### src/rtl/ttl_pkg.sv
// Shared constants and types for the TTL-style clock-enable generator.
// The sum/compare width carries one guard bit so acc + num never truncates.
package ttl_pkg;

  localparam int ACCW_DEFAULT = 16;
  localparam int SUM_GUARD    = 1;

  function automatic int sum_width(input int accw);
    return accw + SUM_GUARD;
  endfunction

  typedef enum logic [2:0] {
    ACC_HOLD,
    ACC_CLEAR,
    ACC_ADD,
    ACC_TICK_SUB,
    ACC_TICK_SAT
  } acc_op_e;

endpackage

### src/rtl/ttl_frac_acc.sv
// Fractional phase accumulator: emits a tick whenever acc + num reaches den,
// giving an exact long-run rate of num/den ticks per enabled cycle.
module ttl_frac_acc
  import ttl_pkg::*;
#(
  parameter int ACCW = ACCW_DEFAULT
) (
  input  logic            clk,
  input  logic            rst,
  input  logic [ACCW-1:0] num,
  input  logic [ACCW-1:0] den,
  input  logic            enable,
  input  logic            clear,
  output logic            tick,
  output logic [ACCW-1:0] acc,
  output logic            tick_nxt
);

  localparam int SUMW = sum_width(ACCW);

  logic [SUMW-1:0] sum_w;
  logic [SUMW-1:0] den_w;
  logic [ACCW-1:0] acc_q;
  logic [ACCW-1:0] acc_d;
  logic            tick_q;
  acc_op_e         op;

  assign sum_w = SUMW'(acc_q) + SUMW'(num);
  assign den_w = SUMW'(den);

  // num >= den saturates to a tick every cycle with acc pinned at 0, so a
  // large num can never leave a residue that would demand a second tick.
  always_comb begin
    op = ACC_HOLD;
    if (clear) begin
      op = ACC_CLEAR;
    end else if (enable && (den != '0) && (num != '0)) begin
      if (num >= den) begin
        op = ACC_TICK_SAT;
      end else if (sum_w >= den_w) begin
        op = ACC_TICK_SUB;
      end else begin
        op = ACC_ADD;
      end
    end
  end

  // The true result of acc + num - den always fits in ACCW bits here, so
  // modular ACCW-bit arithmetic yields it exactly.
  always_comb begin
    acc_d = acc_q;
    case (op)
      ACC_CLEAR:    acc_d = '0;
      ACC_ADD:      acc_d = acc_q + num;
      ACC_TICK_SUB: acc_d = acc_q + num - den;
      ACC_TICK_SAT: acc_d = '0;
      default:      acc_d = acc_q;
    endcase
  end

  assign tick_nxt = (op == ACC_TICK_SUB) || (op == ACC_TICK_SAT);

  always_ff @(posedge clk or negedge rst) begin
    if (!rst) begin
      acc_q  <= '0;
      tick_q <= 1'b0;
    end else begin
      acc_q  <= acc_d;
      tick_q <= tick_nxt;
    end
  end

  assign tick = tick_q;
  assign acc  = acc_q;

endmodule

### src/rtl/ttl_cen_gen.sv
// Binary-weighted TTL clock emulation: a tick-driven counter whose bits act as
// clock levels, with registered one-cycle rising/falling edge pulses per bit.
module ttl_cen_gen
  import ttl_pkg::*;
#(
  parameter int W    = 2,
  parameter int ACCW = ACCW_DEFAULT
) (
  input  logic            clk,
  input  logic            rst,
  input  logic [ACCW-1:0] num,
  input  logic [ACCW-1:0] den,
  input  logic            enable,
  input  logic            sync_clr,
  output logic [W-1:0]    cen_lvl,
  output logic [W-1:0]    cen_p,
  output logic [W-1:0]    cen_n,
  output logic            tick
);

  logic            tick_nxt;
  logic [ACCW-1:0] acc_unused;
  logic [W-1:0]    cnt_q;
  logic [W-1:0]    cnt_d;
  logic [W-1:0]    cen_p_q;
  logic [W-1:0]    cen_n_q;

  ttl_frac_acc #(
    .ACCW(ACCW)
  ) u_acc (
    .clk     (clk),
    .rst     (rst),
    .num     (num),
    .den     (den),
    .enable  (enable),
    .clear   (sync_clr),
    .tick    (tick),
    .acc     (acc_unused),
    .tick_nxt(tick_nxt)
  );

  always_comb begin
    cnt_d = cnt_q;
    if (sync_clr) begin
      cnt_d = '0;
    end else if (tick_nxt) begin
      cnt_d = cnt_q + W'(1);
    end
  end

  // Pulses come from comparing old and new levels, so a clear naturally
  // produces cen_n for every bit that was high and never a cen_p.
  always_ff @(posedge clk or negedge rst) begin
    if (!rst) begin
      cnt_q   <= '0;
      cen_p_q <= '0;
      cen_n_q <= '0;
    end else begin
      cnt_q   <= cnt_d;
      cen_p_q <= cnt_d & ~cnt_q;
      cen_n_q <= ~cnt_d & cnt_q;
    end
  end

  assign cen_lvl = cnt_q;
  assign cen_p   = cen_p_q;
  assign cen_n   = cen_n_q;

endmodule

### config.mk
export PLATFORM = sky130hd
export DESIGN_NAME = ttl_cen_gen
export DESIGN_NICKNAME = d
export VERILOG_FILES = /design/src/rtl/ttl_pkg.sv /design/src/rtl/ttl_frac_acc.sv /design/src/rtl/ttl_cen_gen.sv
export SDC_FILE = /design/constraint.sdc
export NUM_CORES = 1
export LEC_CHECK = 0
export ABC_AREA = 1
export BUFFER_PORTS_ARGS = -buffer_cell sky130_fd_sc_hd__buf_2
export CAP_MARGIN = 10
export CORE_UTILIZATION = 49
export DETAILED_ROUTE_END_ITERATION = 7
export HOLD_SLACK_MARGIN = 0.15
export PLACE_DENSITY_LB_ADDON = 0.25
export SKIP_LAST_GASP = 1
export SLEW_MARGIN = 15
export SYNTH_ARGS = -nofsm -noshare
export SYNTH_HDL_FRONTEND = slang
export SYNTH_SLANG_ARGS = --single-unit
### constraint.sdc
create_clock -name clk -period 3.1 [get_ports clk]
set_input_delay 0.31 -clock clk [delete_from_list [all_inputs] [get_ports clk]]
set_output_delay 0.31 -clock clk [all_outputs]
set_load 0.02 [all_outputs]
### Word level (Yosys, flattened, before mapping)

Index checks and enable logic that the tools add are counted.

| operators by class | value |
|---|---|
| add/sub/neg operators | 4 |
| $lt $le $gt $ge | 2 |
| equality and inequality tests | 4 |
| multiplexer cells | 7 |
| bitwise operators | 4 |
| reduce and logical (&&, ||, !) cells | 7 |

Operators with widths:

| kind | count |
|---|---|
| one-hot mux 16 bit (3 select lines) | 1 |
| nonzero test 16 bit | 2 |
| adder 16 x 16 -> 17 bit | 1 |
| greater-or-equal comparator 17 x 16 -> 1 bit | 1 |
| adder 16 bit | 1 |
| greater-or-equal comparator 16 bit | 1 |
| subtractor 16 bit | 1 |
| 2-to-1 mux 3 bit | 3 |
| equality test 3 x 2 -> 1 bit (second input constant) | 2 |
| AND 2 bit | 2 |
| 2-to-1 mux 2 bit | 2 |
| inverter 2 bit | 2 |
| equality test 3 x 1 -> 1 bit (second input constant) | 1 |
| equality test 3 bit (second input constant) | 1 |
| nonzero test 3 bit | 1 |
| adder 2 x 1 -> 2 bit (second input constant) | 1 |
| logical AND 1 bit | 2 |
| OR reduction 2 bit | 1 |
| logical OR 1 bit | 1 |
| 2-to-1 mux 1 bit | 1 |

| word-level totals | value |
|---|---|
| bits in registers | 23 |
| input port bits | 36 |
| logic and storage cells | 33 |

### Depth between registers and ports, before layout

| logic depth | value |
|---|---|
| depth after elaboration | 12 |
| depth in mapped cells | 29 |
| depth with buffers taken out | 29 |

### By module

From an unflattened synthesis, not the netlist that was laid out.

| unflattened totals | value |
|---|---|
| cell total of the unflattened synthesis | 591 |
| area, all modules | 3607.2 um^2 |

By module, submodules not included:

| module | instances | cells an instance | area each (um^2) | seq. area each (um^2) |
|---|---|---|---|---|
| ttl_frac_acc | 1 | 571 | 3389.5 | 425.4 |
| ttl_cen_gen | 1 | 20 | 217.7 | 150.1 |

### Worst setup path after synthesis

No wires, ideal clock.

| timing path | value |
|---|---|
| kind | flip-flop to flip-flop |
| start | register u_acc.acc_q[0], in the netlist u_acc.acc[0] |
| end | register u_acc.acc_q[3], in the netlist u_acc.acc[3] |
| library setup time | 0.117 ns |
| arrival | 3.123 ns |
| slack | -0.139 ns |
| cell stages (with the launch flop) | 28 |
| buffers on the path | 0 |
| clock period less this slack | 3.239 ns |
| cell sequence | dfrtp_1 -> ha_1 -> inv_1 -> fa_1 -> nand3b_1 -> nand2_1 -> nand2_1 -> nand2_1 -> nand2_1 -> nand2_1 -> nand2_1 -> nand2_1 -> nand2_1 -> nand3_1 -> nand2_1 -> ha_1 -> nand2_1 -> inv_1 -> nand2_1 -> nand2_1 -> a21oi_1 -> nand2_2 -> nand2_2 -> nand2_4 -> o21bai_4 -> o211ai_1 -> nand2_1 -> nand2_1 |

| between the ends | value |
|---|---|
| longest elaborated chain between the ends | 9 |

RTL lines:

| element | line | RTL |
|---|---|---|
| from (decl) | ttl_frac_acc.sv:23 | `logic [ACCW-1:0] acc_q;` |
| from (signal assigned) | ttl_frac_acc.sv:65 | `acc_q <= '0;` |
| from (signal assigned) | ttl_frac_acc.sv:68 | `acc_q <= acc_d;` |
| adder 16 x 16 -> 17 bit | ttl_frac_acc.sv:28 | `assign sum_w = SUMW'(acc_q) + SUMW'(num);` |
| greater-or-equal comparator 17 x 16 -> 1 bit | ttl_frac_acc.sv:40 | `end else if (sum_w >= den_w) begin` |
| 2-to-1 mux 1 bit | ttl_frac_acc.sv:40 |  |
| 2-to-1 mux 3 bit | ttl_frac_acc.sv:38 | `if (num >= den) begin` |
| 2-to-1 mux 3 bit | ttl_frac_acc.sv:37 | `end else if (enable && (den != '0) && (num != '0)) begin` |
| 2-to-1 mux 3 bit | ttl_frac_acc.sv:35 | `if (clear) begin` |
| equality test 3 x 1 -> 1 bit / equality test 3 bit (equally long branches) | ttl_frac_acc.sv:52 | `case (op)` |
| OR reduction 2 bit (no source line) | n/a |  |
| one-hot mux 16 bit (3 select lines) / nonzero test 3 bit (equally long branches) | n/a |  |

Parallel ways exist; a longest one is shown, timed or not.
A chain may end at the register's enable or synchronous reset.

### Worst setup path in the final report

| timing path | value |
|---|---|
| start | register u_acc.acc_q[0], in the netlist u_acc.acc[0] |
| end | register cnt_q[0], in the netlist cen_lvl[0] |

| between the ends | value |
|---|---|
| longest elaborated chain between the ends | 10 |

RTL lines:

| element | line | RTL |
|---|---|---|
| adder 16 x 16 -> 17 bit (*) | ttl_frac_acc.sv:28 |  |
| greater-or-equal comparator 17 x 16 -> 1 bit (*) | ttl_frac_acc.sv:40 |  |
| 2-to-1 mux 1 bit (*) | ttl_frac_acc.sv:40 |  |
| 2-to-1 mux 3 bit (*) | ttl_frac_acc.sv:38 |  |
| 2-to-1 mux 3 bit (*) | ttl_frac_acc.sv:37 |  |
| 2-to-1 mux 3 bit (*) | ttl_frac_acc.sv:35 |  |
| equality test 3 x 2 -> 1 bit / equality test 3 bit (equally long branches) | ttl_frac_acc.sv:61 | `assign tick_nxt = (op == ACC_TICK_SUB) \|\| (op == ACC_TICK_SAT);` |
| logical OR 1 bit (*) | ttl_frac_acc.sv:61 |  |
| named net tick_nxt | ttl_cen_gen.sv:21 | `logic tick_nxt;` |
| 2-to-1 mux 2 bit (*) | ttl_cen_gen.sv:46 | `end else if (tick_nxt) begin` |
| 2-to-1 mux 2 bit (*) | ttl_cen_gen.sv:44 | `if (sync_clr) begin` |
| named net cnt_d[0] | ttl_cen_gen.sv:24 | `logic [W-1:0] cnt_d;` |
| to (signal assigned) | ttl_cen_gen.sv:59 | `cnt_q <= cnt_d;` |
| to (decl) | ttl_cen_gen.sv:23 | `logic [W-1:0] cnt_q;` |

The timed path passes the listed nets; every way through them passes the cells marked *.

==> metrics.log <==
INFO  metric cp-start-kind = flip-flop
INFO  metric worstSkewPairLatency = approximately 0.27 ns
INFO  metric finalWeightedCongestion = between 0.8 and 0.9
INFO  metric required = 3.26 ns
INFO  metric dp_hpwl = 8.58 mm
INFO  metric setup_slack_after_layout = -0.382 ns
INFO  metric status = finished with violations
INFO  metric rsz0062_at_grt = true
INFO  metric die_width = around 85 µm
INFO  metric power = between 5 and 6 mW
INFO  metric route.vias.total = slightly below 4,000
INFO  metric static-leakage-power = 2.67 nW
INFO  metric place.port_buffers = 42
INFO  metric failed_checks = DRC, setup timing
INFO  metric ys_top_cells_by_area = sky130_fd_sc_hd__ha_1, sky130_fd_sc_hd__dfrtp_1, sky130_fd_sc_hd__nand2_1
INFO  metric ant_nets = 0
INFO  metric worst_ep_arrival_time = 3.64 ns
INFO  metric initialDrtViolationCount = around 290
INFO  metric hp-class = in2reg
INFO  metric final.min_clock_period = between 3 and 4 ns
INFO  metric slew_viol_final = 0
INFO  metric drc = 4
INFO  metric die_height = 84.8 µm
INFO  metric postSynthCellCount = between 500 and 600
INFO  metric ys_seq_elements = 23
INFO  metric endpoint_kind = flip-flop
INFO  metric final_min_period_over_clock_period = 112%
INFO  metric drt-vias-per-instance = 5.40
INFO  metric ir_worst_vdd = about 750 µV
INFO  metric most_frequent_cells_in_the_layout = sky130_fd_sc_hd__nand2_1, sky130_fd_sc_hd__buf_4, sky130_fd_sc_hd__inv_1, sky130_fd_sc_hd__buf_2, sky130_fd_sc_hd__ha_1
INFO  metric clock_tree.root_cell = sky130_fd_sc_hd__clkbuf_8
INFO  metric detailedRoute.firstPassIterationCount = 7
INFO  metric cts_buffer_depth = 2
INFO  metric syn_nets = 608
INFO  metric critPathMaxFanout = 5
INFO  metric syn_warnings = 0
INFO  metric n_antenna_cell = 0
INFO  metric minimum_setup_slack_after_placement = -0.412 ns
INFO  metric cts_sinks = 23
INFO  metric layout_commonest_cell = sky130_fd_sc_hd__nand2_1
INFO  metric initial_utilization = between 50% and 60%
INFO  metric power_per_cell_area = between 1000 and 1500 nW/µm²
INFO  metric setup_viol = 23
INFO  metric ioPinCount = 43
INFO  metric grt_pass1_vias = ~3,700
INFO  metric hold_start = sync_clr
INFO  metric fillCellCount = ~530
INFO  metric synth_sequential_area_ratio = between 15 and 20%
INFO  metric wl_per_cell = roughly 15 µm
INFO  metric floorplan.rows = 29
INFO  metric largest_net_degree_at_the_start_of_global_routing = 26
INFO  metric tightest_slew = 0.542 ns
INFO  metric htreeDepth = 1
INFO  metric number_of_antenna_violations_at_the_first_check_in_global_routing = 0
INFO  metric critical_path_class = reg2reg
INFO  metric multi_input_comb_area = 2650 µm²
INFO  metric synthesis.area = around 3400 µm²
INFO  metric num_cts_buffers = 3
INFO  metric r2r_start = u_acc.acc[0]$_DFFE_PN0P_
INFO  metric core_area = 6490 µm²
INFO  metric setup.worst_path.start = u_acc.acc[0]$_DFFE_PN0P_
INFO  metric num-nets-final = about 740
INFO  metric grt-ovfl-total = 0
INFO  metric die-area = just over 7000 µm²
INFO  metric grt.total_usage = slightly above 30%
INFO  metric yosys.area.top_type = sky130_fd_sc_hd__ha_1
INFO  metric drv_cap = 0
INFO  metric fmax = 287 MHz
INFO  metric tritoncts = yes
INFO  metric yosysTopAreaCellShare = ~18%
INFO  metric final_layout_size_suffix_gt1_share = 32.9%
INFO  metric hold_viol = 0
INFO  metric wl = roughly 11 mm
INFO  metric netlist-cell-type-count = 34
INFO  metric grt_pass1_wl = 17.4 mm
INFO  metric layout.area.seq = between 500 and 600 µm²
INFO  metric worst_slew_margin = 63.9%
INFO  metric area_growth = 38.2%
INFO  metric clkTransAtPathRegs = 0.09 ns
INFO  metric skew = about 0.0065 ns
INFO  metric synth_area_per_cell = between 6 and 7 µm²
[metal layers]
layer  vias to the layer above  routed length [µm]  track usage, %  part of all wire (%)
met5                         -                   0               0                     0
met4                         0                 320            10.2                   2.9
met2                       181                5270            53.0                    48
met1                      1789                4580            41.7                    41
li1                       1968                   -               -                     -
met3                        22                 882            2.16                   8.0
[flip-flops by register name, indices dropped and copies added, names as in the netlist]
| register | cells |
|---|---|
| cen_lvl | 2 |
| cen_n | 2 |
| cen_p | 2 |
| u_acc.acc | 16 |
| u_acc.tick | 1 |
[path summary, 6_finish.rpt]
| kind | cells past startpoint | slack (ns) | endpoint |
|---|---|---|---|
| setup / recovery | 27 | -0.38 | cen_lvl[0]$_DFF_PN0_ |
| hold / removal | 4 | 0.39 | cen_p[1]$_DFF_PN0_ |
| setup reg to reg | 27 | -0.38 | cen_lvl[0]$_DFF_PN0_ |
| hold reg to reg | 2 | 0.51 | u_acc.acc[3]$_DFFE_PN0P_ |
| max in group asynchronous | 2 | 2.18 | u_acc.acc[15]$_DFFE_PN0P_ |
| min in group asynchronous | 2 | 0.55 | cen_n[0]$_DFF_PN0_ |
[cells in the mapped netlist (all sizes together)]
master  number
buf          4
xnor2        4
fa           2
dfrtp       23
or2          8
nand2      158
o21ai        6
inv         84
nand3       47
clkbuf       2
nand4       26
a21boi       1
nor2        44
xor2        12
clkinv       1
o211ai       1
a21o         4
nor3         4
nand3b       2
o21bai       5
a31o         2
a21oi       34
ha          48
[kinds of logic after synthesis]
logic type                 after synthesis  synth area share, %
DFF                                     23                 17.2
AOI/OAI and AO/OA                       53                 9.62
and+or+nand+nor                        289                 39.4
buffers and inverters                   91                 10.5
xor gates and xnor gates                16                 4.18
adders and majority gates               50                 19.1
[repair_timing]
action / in CTS / in global routing
gates resized for setup: 29 / 18
setup buffers: 13 / 10
hold buffers: 1 / 0
pin swaps: 19 / 29
endpoints found under the setup margin: 23 / 23
gates cloned: 1 / 0
endpoints found under the hold margin: 23 / 0
[worst max-delay path: stages, from the launching register on]
cell	delay [ns]
sky130_fd_sc_hd__dfrtp_1	0.36
sky130_fd_sc_hd__ha_2	0.20
sky130_fd_sc_hd__inv_2	0.05
sky130_fd_sc_hd__fa_2	0.35
sky130_fd_sc_hd__nand3b_1	0.20
sky130_fd_sc_hd__nand2_2	0.13
sky130_fd_sc_hd__nand2_2	0.08
sky130_fd_sc_hd__nand2_2	0.08
sky130_fd_sc_hd__nand2_2	0.07
sky130_fd_sc_hd__nand2_4	0.08
sky130_fd_sc_hd__nand2_4	0.06
sky130_fd_sc_hd__nand2_4	0.06
sky130_fd_sc_hd__nand2_2	0.06
sky130_fd_sc_hd__nand2_1	0.07
sky130_fd_sc_hd__nand2_1	0.06
sky130_fd_sc_hd__nand2_2	0.09
sky130_fd_sc_hd__ha_4	0.23
sky130_fd_sc_hd__nand4_1	0.10
sky130_fd_sc_hd__nor2_1	0.05
sky130_fd_sc_hd__nand2_1	0.09
sky130_fd_sc_hd__nand3_2	0.12
sky130_fd_sc_hd__nor2_4	0.16
sky130_fd_sc_hd__nand2_4	0.09
sky130_fd_sc_hd__o21bai_4	0.19
sky130_fd_sc_hd__buf_4	0.15
sky130_fd_sc_hd__nor2_4	0.04
sky130_fd_sc_hd__nand2_1	0.07
sky130_fd_sc_hd__o21ai_1	0.07
[final cells by class]
| class | count | share of cell area (%) |
|---|---|---|
| Multi-Input combinational cell | 408 | 57.2 |
| Timing Repair Buffer | 136 | 20.4 |
| Sequential cell | 23 | 12.4 |
| Inverter | 85 | 6.88 |
| Tap cell | 77 | 2.08 |
| Clock buffer | 3 | 0.890 |
| Clock inverter | 1 | 0.108 |
[power by group]
group	switching, mW	total [mW]	leakage, nW	internal (mW)
logic	2.33	4.51	2.34	2.18
registers	0.0806	0.486	0.307	0.406
clock network	0.107	0.197	0.0255	0.0900
total	2.52	5.19	2.67	2.67
[metrics by stage]
| step | hold slack, ns | TNS [ns] | area (µm²) | instances | utilization (%) |
|---|---|---|---|---|---|
| 2_1_floorplan | 0.0144 | 0 | 3380 | 522 | - |
| 3_3_place_gp | 0.311 | -5.60 | 4190 | 705 | 64.5 |
| 3_5_place_dp | 0.325 | -7.89 | 4190 | 705 | 64.5 |
| 4_1_cts | 0.383 | -3.83 | 4480 | 724 | 69.0 |
| 5_1_grt | 0.396 | -12.10 | 4640 | 733 | 71.4 |
| 6_report | 0.389 | -7.73 | 4640 | 733 | 71.4 |
Note: power is estimated with default switching activity, not from simulation.
